**src/rtl/fwd_reg_pipe.sv**
```systemverilog
// Forward-registered valid/ready pipeline: DEPTH register stages on the valid/data
// path, combinational ready chain, occupancy count and synchronous flush.
module fwd_reg_pipe #(
  parameter int WIDTH = 8,
  parameter int DEPTH = 2,
  parameter int LW    = $clog2(DEPTH + 1)
) (
  input  logic             clk,
  input  logic             rst_n,
  input  logic             flush,
  input  logic             m_valid,
  input  logic [WIDTH-1:0] m_data,
  output logic             m_ready,
  output logic             s_valid,
  output logic [WIDTH-1:0] s_data,
  input  logic             s_ready,
  output logic [LW-1:0]    level
);

  logic [DEPTH-1:0] v_r;
  logic [WIDTH-1:0] d_r [DEPTH];
  logic [DEPTH-1:0] r_s;
  logic [DEPTH-1:0] src_v_s;
  logic [WIDTH-1:0] src_d_s [DEPTH];

  function automatic logic [LW-1:0] popcount(input logic [DEPTH-1:0] vec);
    logic [LW-1:0] cnt;
    cnt = '0;
    for (int i = 0; i < DEPTH; i++) begin
      cnt = cnt + LW'(vec[i]);
    end
    return cnt;
  endfunction

  // Ready chain: a stage can load if it is empty or the stage after it can load.
  always_comb begin
    logic acc;
    acc = s_ready;
    r_s = '0;
    for (int i = DEPTH - 1; i >= 0; i--) begin
      acc    = ~v_r[i] | acc;
      r_s[i] = acc;
    end
  end

  // Source of each stage: the producer for stage 0, otherwise the previous stage.
  always_comb begin
    src_v_s[0] = m_valid;
    src_d_s[0] = m_data;
    for (int i = 1; i < DEPTH; i++) begin
      src_v_s[i] = v_r[i-1];
      src_d_s[i] = d_r[i-1];
    end
  end

  // Stage registers; data is only captured with a valid source so empty moves keep d.
  always_ff @(posedge clk or negedge rst_n) begin
    if (!rst_n) begin
      v_r <= '0;
      for (int i = 0; i < DEPTH; i++) begin
        d_r[i] <= '0;
      end
    end else if (flush) begin
      v_r <= '0;
    end else begin
      for (int i = 0; i < DEPTH; i++) begin
        if (r_s[i]) begin
          v_r[i] <= src_v_s[i];
          if (src_v_s[i]) begin
            d_r[i] <= src_d_s[i];
          end
        end
      end
    end
  end

  assign m_ready = r_s[0] & ~flush;
  assign s_valid = v_r[DEPTH-1] & ~flush;
  assign s_data  = d_r[DEPTH-1];
  assign level   = popcount(v_r);

endmodule

```
**config.mk**
```make
export PLATFORM = sky130hd
export DESIGN_NAME = fwd_reg_pipe
export DESIGN_NICKNAME = d
export VERILOG_FILES = /design/src/rtl/fwd_reg_pipe.sv
export SDC_FILE = /design/constraint.sdc
export NUM_CORES = 1
export LEC_CHECK = 0
export CAP_MARGIN = 20
export CORE_ASPECT_RATIO = 1.2
export CORE_MARGIN = 2
export CORE_UTILIZATION = 44
export CTS_CLUSTER_SIZE = 30
export DETAILED_ROUTE_END_ITERATION = 7
export GPL_ROUTABILITY_DRIVEN = 0
export PLACE_DENSITY = 0.76
export SLEW_MARGIN = 25
export SYNTH_ARGS = -nofsm -noshare
export SYNTH_HDL_FRONTEND = slang
export SYNTH_SLANG_ARGS = --single-unit
```
**constraint.sdc**
```tcl
create_clock -name clk -period 1.85 [get_ports clk]
set_input_delay 0.185 -clock clk [delete_from_list [all_inputs] [get_ports clk]]
set_output_delay 0.185 -clock clk [all_outputs]
set_load 0.005 [all_outputs]
```
Word level (Yosys, flattened, before mapping)

Index checks and enable logic that the tools add are counted.

Flip-flop bits (word level): 18
Input port bits: 13
Output and inout bits: 12
Logic and storage cells: 19

Add/subtract/negate cells: 1
Mux-type cells: 3
Bitwise gates (word level): 7
Reduce and logical (&&, ||, !) cells: 4

Operators by type and width:

| operator           | number |
|---|---|
| $reduce_and A3 Y1  | 2 |
| $reduce_bool A2 Y1 | 2 |
| $not A1 Y1         | 3 |
| $add A1 B1 Y2      | 1 |
| $and A1 B1 Y1      | 2 |
| $mux W1            | 2 |
| $mux W2            | 1 |
| $or A1 B1 Y1       | 2 |

Logic depth before layout (Yosys ltp)

Gate-level depths: netlist (run 1).

Depth after elaboration: 5
Depth in mapped cells: 4
Depth with buffers taken out: 3

Worst setup path after synthesis (run 1)

OpenSTA, ideal clock, no wires.

Path kind: register -> register
Start point: register v_r[1]
End point: register d_r[10] (netlist bit)
Setup time: 125 ps
Arrival time: 1358 ps
Data required time: 1725 ps
Setup slack: 367 ps
Cell stages (with the launch flop): 5
Buffers on the path: 1
Clock period less this slack: 1483 ps
Cell sequence: dfrtp_1 -> and3b_1 -> or3b_1 -> buf_6 -> mux2_4

Cells in the longest elaborated chain, start to end: 4

RTL lines:

| item                               | line | text |
|---|---|---|
| start, declared                    | 20   | `logic [DEPTH-1:0] v_r;` |
| start signal, assigned by index    | 68   | `v_r[i] <= src_v_s[i];` |
| $not A1 Y1                         | 41   | `acc = ~v_r[i] \| acc;` |
| $or A1 B1 Y1 (2 in series)         | 41   |  |
| $reduce_and A3 Y1 (no source line) | --   |  |
| end signal, assigned by index      | 70   | `d_r[i] <= src_d_s[i];` |
| end, declared                      | 21   | `logic [WIDTH-1:0] d_r [DEPTH];` |

No other way between the ends.
A chain may end at the register's enable or synchronous reset.

Worst setup path in the final report (run 1)

Start point: register v_r[1]
End point: output port m_ready

Cells in the longest elaborated chain, start to end: 4

RTL lines:

| item                       | line | text |
|---|---|---|
| $not A1 Y1                 | 41   |  |
| $or A1 B1 Y1 (2 in series) | 41   |  |
| $and A1 B1 Y1              | 77   | `assign m_ready = r_s[0] & ~flush;` |
| end, declared              | 13   | `output logic m_ready,` |

No other way between the ends.

==> impl_metrics.env, run 1 <==
export IMPL_skew_ns=0.00496
export IMPL_fin_util=0.609
export IMPL_synth_most_common_cell="dfrtp_1"
export IMPL_final_max_slew_viol_count=0
export IMPL_yosysTopAreaCell="dfrtp_1"
export IMPL_ant_nets=0
export IMPL_drt_iter0_markers=3
export IMPL_hold_path_class="in2async"
export IMPL_max_freq_mhz=593
export IMPL_diodes=0
export IMPL_grtUsageMet1=0.176
export IMPL_ir_worst_vdd_v=0.000485
export IMPL_hold_buffers=0
export IMPL_drcViolationCount=0
export IMPL_synth_top_area_frac=0.553
export IMPL_cts_resized=0
export IMPL_crit_slowest_cell="clkdlybuf4s50_1"
export IMPL_hpwl_um=999
export IMPL_async_reset_ff_frac=1.00
export IMPL_relSlewSlack=0.708
export IMPL_setup_viol=0
export IMPL_nNetsFinal=94
export IMPL_fin_crit_ns=1.69
export IMPL_p_per_area_nw_per_um2=948
export IMPL_cts_tree="yes"
export IMPL_timing_hold_ws_ns=0.194
export IMPL_syn_area_sq_um=815
export IMPL_wl_per_cell_um=13.3
export IMPL_synth_cell_type_count=12
export IMPL_busiest_layer="met2"
export IMPL_cpPeakStageDelay_ns=0.50
export IMPL_p_leak_nw=0.501
export IMPL_clk_latency_ns=0.29
export IMPL_area_growth_pct=33.6
export IMPL_grt_first_pass_wirelength_um=2140
export IMPL_grt_ovfl_total=0
export IMPL_htree_levels=1
export IMPL_grt_max_degree=11
export IMPL_grt_antenna_before_repair=0
export IMPL_cp_data_required_time_ns=1.66
export IMPL_crit_fanout=4
export IMPL_drt_pass1_iterations=2
export IMPL_die_area_sq_um=2210
export IMPL_yosysSeqAreaShare=0.553
export IMPL_grtUsageMet3=0.0318
export IMPL_clock_sinks=18
export IMPL_hold_viol_final=0
export IMPL_seq_area_sq_um=450
export IMPL_synth_edf_count=0
export IMPL_ioPinCount=25
export IMPL_drive_gt1_frac=0.354
export IMPL_start_util=0.456
export IMPL_viasPerCell=4.83
export IMPL_synth_flop_cell="dfrtp_1"
export IMPL_tightest_slew_ns=0.437
export IMPL_cp_cell_sequence="and3b_1, nor2_1, clkdlybuf4s50_1"
export IMPL_port_buffers=24
export IMPL_end_kind="output pin"
export IMPL_ys_ff_latch=18
export IMPL_root_buffer="clkbuf_4"
export IMPL_core_area_sq_um=1790
export IMPL_fillerInstances=158
export IMPL_drv_cap=0
export IMPL_numCtsBuffers=3
export IMPL_synthesis_nets=68
export IMPL_crit_arrival_ns=1.50
export IMPL_clkSlewWorstSetupHoldPaths_ns=0.10
export IMPL_multi_input_area_sq_um=293
export IMPL_p_total_mw=1.03
export IMPL_path_delay_family="buffers and inverters"
export IMPL_grt_setup_unrepaired="no"
export IMPL_status="completed"
export IMPL_drt_wl_total_um=1300
export IMPL_synth_area_leaders="dfrtp_1, mux2_4, mux2_2, buf_4, nor2_1"
export IMPL_clockBufferDepth=2
export IMPL_critPathLaunchType="register"
export IMPL_fin_crit_sh=0.911
export IMPL_grt_usage=0.137
export IMPL_path_class="reg2out"
export IMPL_die_x_um=43.3
export IMPL_syn_inst=54
export IMPL_syn_area_per_cell_sq_um=15.1
export IMPL_first_global_vias=468
export IMPL_grt_met2_usage=0.209
export IMPL_die_y_um=51.1
export IMPL_yosys_warnings=0
export IMPL_fp_row_count=17
export IMPL_synthTopCellsByCount="dfrtp_1, buf_4, mux2_2, mux2_4, nor2_1"
export IMPL_dr_total_vias=473
export IMPL_cp_num_buf_inv=1
export IMPL_cts_setup_buffers=0
-- report_power, final --
group	switching, mW	internal [mW]
clock	0.117	0.120
combinational	0.0709	0.207
sequential	0.0420	0.475
total	0.230	0.802
-- logic make-up (layout without fill, tap and decap cells) --
| family | Yosys count | in the layout | share of synthesized area |
|---|---|---|---|
| multiplexers | 16 | 16 | 0.258 |
| adder cells (fa/ha/maj) | 1 | 1 | 0.0154 |
| AND/OR/NAND/NOR | 10 | 10 | 0.0860 |
| buffers and inverters | 9 | 34 | 0.0876 |
| flip-flops | 18 | 18 | 0.553 |
-- final cells by class --
cell class                 instances  share of cell area
clock buffer                       4              0.0333
timing repair buffer              30               0.262
multi-input combinational         27               0.269
tap                               19              0.0218
sequential                        18               0.414
-- placed cells by master (no fill, tap or decap) --
| master | Yosys | layout |
|---|---|---|
| clkdlybuf4s50_1 | 0 | 24 |
| dfrtp_1 | 18 | 18 |
| mux2_4 | 8 | 8 |
| mux2_2 | 8 | 8 |
| buf_4 | 8 | 6 |
| nor2_1 | 5 | 5 |
| clkbuf_4 | 0 | 3 |
| nor2b_1 | 1 | 1 |
| and3b_1 | 1 | 1 |
| or3b_1 | 1 | 1 |
| and2b_2 | 1 | 1 |
| nor3b_4 | 1 | 1 |
| ha_1 | 1 | 1 |
| clkbuf_8 | 0 | 1 |
-- final timing paths --
kind | startpoint | endpoint | cells past startpoint | slack [ns]
min in group clk | m_valid | v_r[0] | 3 | 0.50
max | v_r[1] | m_ready | 3 | 0.16
max in group asynchronous | rst_n | s_data[2] | 2 | 1.16
min | rst_n | s_data[1] | 1 | 0.19
max reg2reg | v_r[1] | d_r[10] | 4 | 0.25
min reg2reg | s_data[5] | s_data[5] | 1 | 0.52
-- routing by layer --
layer	routed length (um)	share of wire
met3	61	0.047
met2	645	0.50
met5	0	0
met1	584	0.45
met4	12	0.0092
-- state kept, by name, indices dropped and copies added, names as in the netlist --
signal  cells
d_r         8
s_data      8
v_r         2
-- metrics by stage --
stage	setup WS, ns	cell area, sq um	std cells	TNS (ns)
2_1_floorplan	0.367	815	54	0
3_3_place_gp	0.0550	1050	94	0
3_5_place_dp	-0.00315	1050	94	-0.00709
4_1_cts	0.140	1090	98	0
5_1_grt	0.0406	1090	98	0
6_report	0.165	1090	98	0
(Power assumes the default switching activity.)
==> run 2, diff against run 1 <==
--- a/config.mk
+++ b/config.mk
@@ -8,11 +8,11 @@
 export CAP_MARGIN = 20
 export CORE_ASPECT_RATIO = 1.2
 export CORE_MARGIN = 2
-export CORE_UTILIZATION = 44
+export CORE_UTILIZATION = 48
 export CTS_CLUSTER_SIZE = 30
 export DETAILED_ROUTE_END_ITERATION = 7
 export GPL_ROUTABILITY_DRIVEN = 0
-export PLACE_DENSITY = 0.76
+export PLACE_DENSITY = 0.82
 export SLEW_MARGIN = 25
 export SYNTH_ARGS = -nofsm -noshare
 export SYNTH_HDL_FRONTEND = slang
==> constraint.sdc (replaced) <==
create_clock -name clk -period 2 [get_ports clk]
set_input_delay 0.2 -clock clk [delete_from_list [all_inputs] [get_ports clk]]
set_output_delay 0.2 -clock clk [all_outputs]
set_load 0.005 [all_outputs]
==> impl_metrics.env, run 2 (synthesized netlist as in run 1, its figures left out) <==
export IMPL_path_class="reg2reg"
export IMPL_comb_power_share=0.267
export IMPL_cts_resized=0
export IMPL_crit_fanout=8
export IMPL_wl_per_cell_um=14.2
export IMPL_cp_data_required_time_ns=2.17
export IMPL_area_growth_pct=28.0
export IMPL_seq_area_sq_um=450
export IMPL_final_max_slew_viol_count=0
export IMPL_cpPeakStageDelay_ns=0.59
export IMPL_grt_max_degree=19
export IMPL_crit_slowest_cell="or3b_1"
export IMPL_intPower_mw=0.735
export IMPL_hold_buffers=0
export IMPL_p_seq_frac=0.504
export IMPL_mostFrequentLayoutCells="clkdlybuf4s50_1, dfrtp_1, mux2_4, mux2_2, nor2_1"
export IMPL_multi_input_area_sq_um=293
export IMPL_start_util=0.502
export IMPL_nNetsFinal=88
export IMPL_drv_cap=0
export IMPL_htree_levels=1
export IMPL_reg2reg_depth=3
export IMPL_clkSlewWorstSetupHoldPaths_ns=0.10
export IMPL_drt_iter0_markers=7
export IMPL_p_total_mw=0.946
export IMPL_cp_num_cells=3
export IMPL_swShare=0.223
export IMPL_first_global_vias=489
export IMPL_fp_row_count=16
export IMPL_final_common_cell="clkdlybuf4s50_1"
export IMPL_setup_viol=0
export IMPL_core_area_sq_um=1620
export IMPL_drt_wl_total_um=1290
export IMPL_viasPerCell=4.90
export IMPL_diodes=0
export IMPL_numCtsBuffers=3
export IMPL_clk_latency_ns=0.28
export IMPL_ir_worst_vdd_v=0.000489
export IMPL_port_buffers=24
export IMPL_dr_total_vias=446
export IMPL_finalSetupTns_ns=0
export IMPL_status="completed"
export IMPL_grt_ovfl_total=0
export IMPL_grt_setup_unrepaired="no"
export IMPL_p_leak_nw=0.472
export IMPL_clock_sinks=18
export IMPL_timing_hold_ws_ns=0.358
export IMPL_ant_nets=0
export IMPL_relSlewSlack=0.487
export IMPL_fillerInstances=124
export IMPL_cp_cell_sequence="and3b_1, or3b_1, mux2_4"
export IMPL_drt_pass1_iterations=4
export IMPL_drive_gt1_frac=0.301
export IMPL_die_area_sq_um=2040
export IMPL_path_delay_family="simple AND/OR/NAND/NOR gates"
export IMPL_switching_power_mw=0.211
export IMPL_hold_path_class="in2async"
export IMPL_end_kind="register"
export IMPL_die_x_um=41.6
export IMPL_cp_num_buf_inv=0
export IMPL_critPathLaunchType="register"
export IMPL_fin_crit_ns=1.71
export IMPL_hpwl_um=987
export IMPL_root_buffer="clkbuf_4"
export IMPL_clockBufferDepth=2
export IMPL_max_freq_mhz=586
export IMPL_grt_usage=0.146
export IMPL_ioPinCount=25
export IMPL_crit_arrival_ns=1.88
export IMPL_grt_antenna_before_repair=0
export IMPL_cts_tree="yes"
export IMPL_tightest_slew_ns=0.768
export IMPL_p_per_area_nw_per_um2=907
export IMPL_die_y_um=49.1
export IMPL_drcViolationCount=0
export IMPL_hold_viol_final=0
export IMPL_fin_crit_sh=0.853
export IMPL_cts_setup_buffers=0
export IMPL_skew_ns=0.00287
export IMPL_p_clk_frac=0.229
export IMPL_grt_first_pass_wirelength_um=2210
[run 2: final timing paths]
check	startpoint	endpoint	slack [ns]
setup / recovery	v_r[1]	d_r[12]	0.29
hold / removal	rst_n	d_r[15]	0.36
setup reg to reg	v_r[1]	d_r[12]	0.29
hold reg to reg	s_data[6]	s_data[6]	0.51
max in group asynchronous	rst_n	v_r[0]	1.17
min in group clk	m_valid	v_r[0]	0.51
[run 2: power by group through the flow]
| stage | clock network (mW) | logic, mW | registers [mW] |
|---|---|---|---|
| 6_report | 0.216 | 0.252 | 0.477 |
| 2_1_floorplan | 0 | 0.176 | 0.474 |
| 5_1_grt | 0.236 | 0.269 | 0.488 |
| 3_5_place_dp | 0 | 0.254 | 0.487 |
| 3_3_place_gp | 0 | 0.247 | 0.483 |
| 4_1_cts | 0.223 | 0.256 | 0.479 |
[run 2: cell type report]
class,count,area share
repair buffers,24,0.230
well taps,18,0.0216
flip-flops and latches,18,0.432
clock buffers,4,0.0348
multi-input cells,27,0.281
[run 2: worst register-to-register path: stages, from the launching register on]
cell and delay (ns):
dfrtp_1 0.41, and3b_1 0.21, or3b_1 0.59, mux2_4 0.39
[run 2: routing by layer]
metal	wire, um	vias up	GRT usage
li1	-	213	-
met2	645	17	0.240
met5	0	-	0
met3	85	2	0.0407
met4	14	0	0.0806
met1	544	214	0.169
[run 2: through the flow]
stage	setup slack, ns	util	cells	cell area (sq um)
after floorplan	0.517	-	54	815
after global placement	0.0918	0.620	87	1010
after detailed placement	0.0454	0.620	87	1010
after CTS	0.278	0.643	91	1040
after global routing	0.206	0.643	91	1040
final	0.294	0.643	91	1040
==> run 3, diff against run 2 <==
--- a/config.mk
+++ b/config.mk
@@ -8,11 +8,11 @@
 export CAP_MARGIN = 20
 export CORE_ASPECT_RATIO = 1.2
 export CORE_MARGIN = 2
-export CORE_UTILIZATION = 48
+export CORE_UTILIZATION = 44
 export CTS_CLUSTER_SIZE = 30
 export DETAILED_ROUTE_END_ITERATION = 7
 export GPL_ROUTABILITY_DRIVEN = 0
-export PLACE_DENSITY = 0.82
+export PLACE_DENSITY = 0.76
 export SLEW_MARGIN = 25
 export SYNTH_ARGS = -nofsm -noshare
 export SYNTH_HDL_FRONTEND = slang
==> constraint.sdc (replaced) <==
create_clock -name clk -period 1.86 [get_ports clk]
set_input_delay 0.186 -clock clk [delete_from_list [all_inputs] [get_ports clk]]
set_output_delay 0.186 -clock clk [all_outputs]
set_load 0.005 [all_outputs]
==> results of run 3 <==
The final DEF is identical to that of run 1. Status: completed.
Main changes from that run: setup slack after placement -0.00315 ns -> 0.00585 ns; setup slack after layout 0.165 ns -> 0.174 ns; hold slack 0.194 ns -> 0.195 ns; register-to-register setup slack 0.25 ns -> 0.26 ns; worst IR drop on VDD 0.000485 V -> 0.000483 V
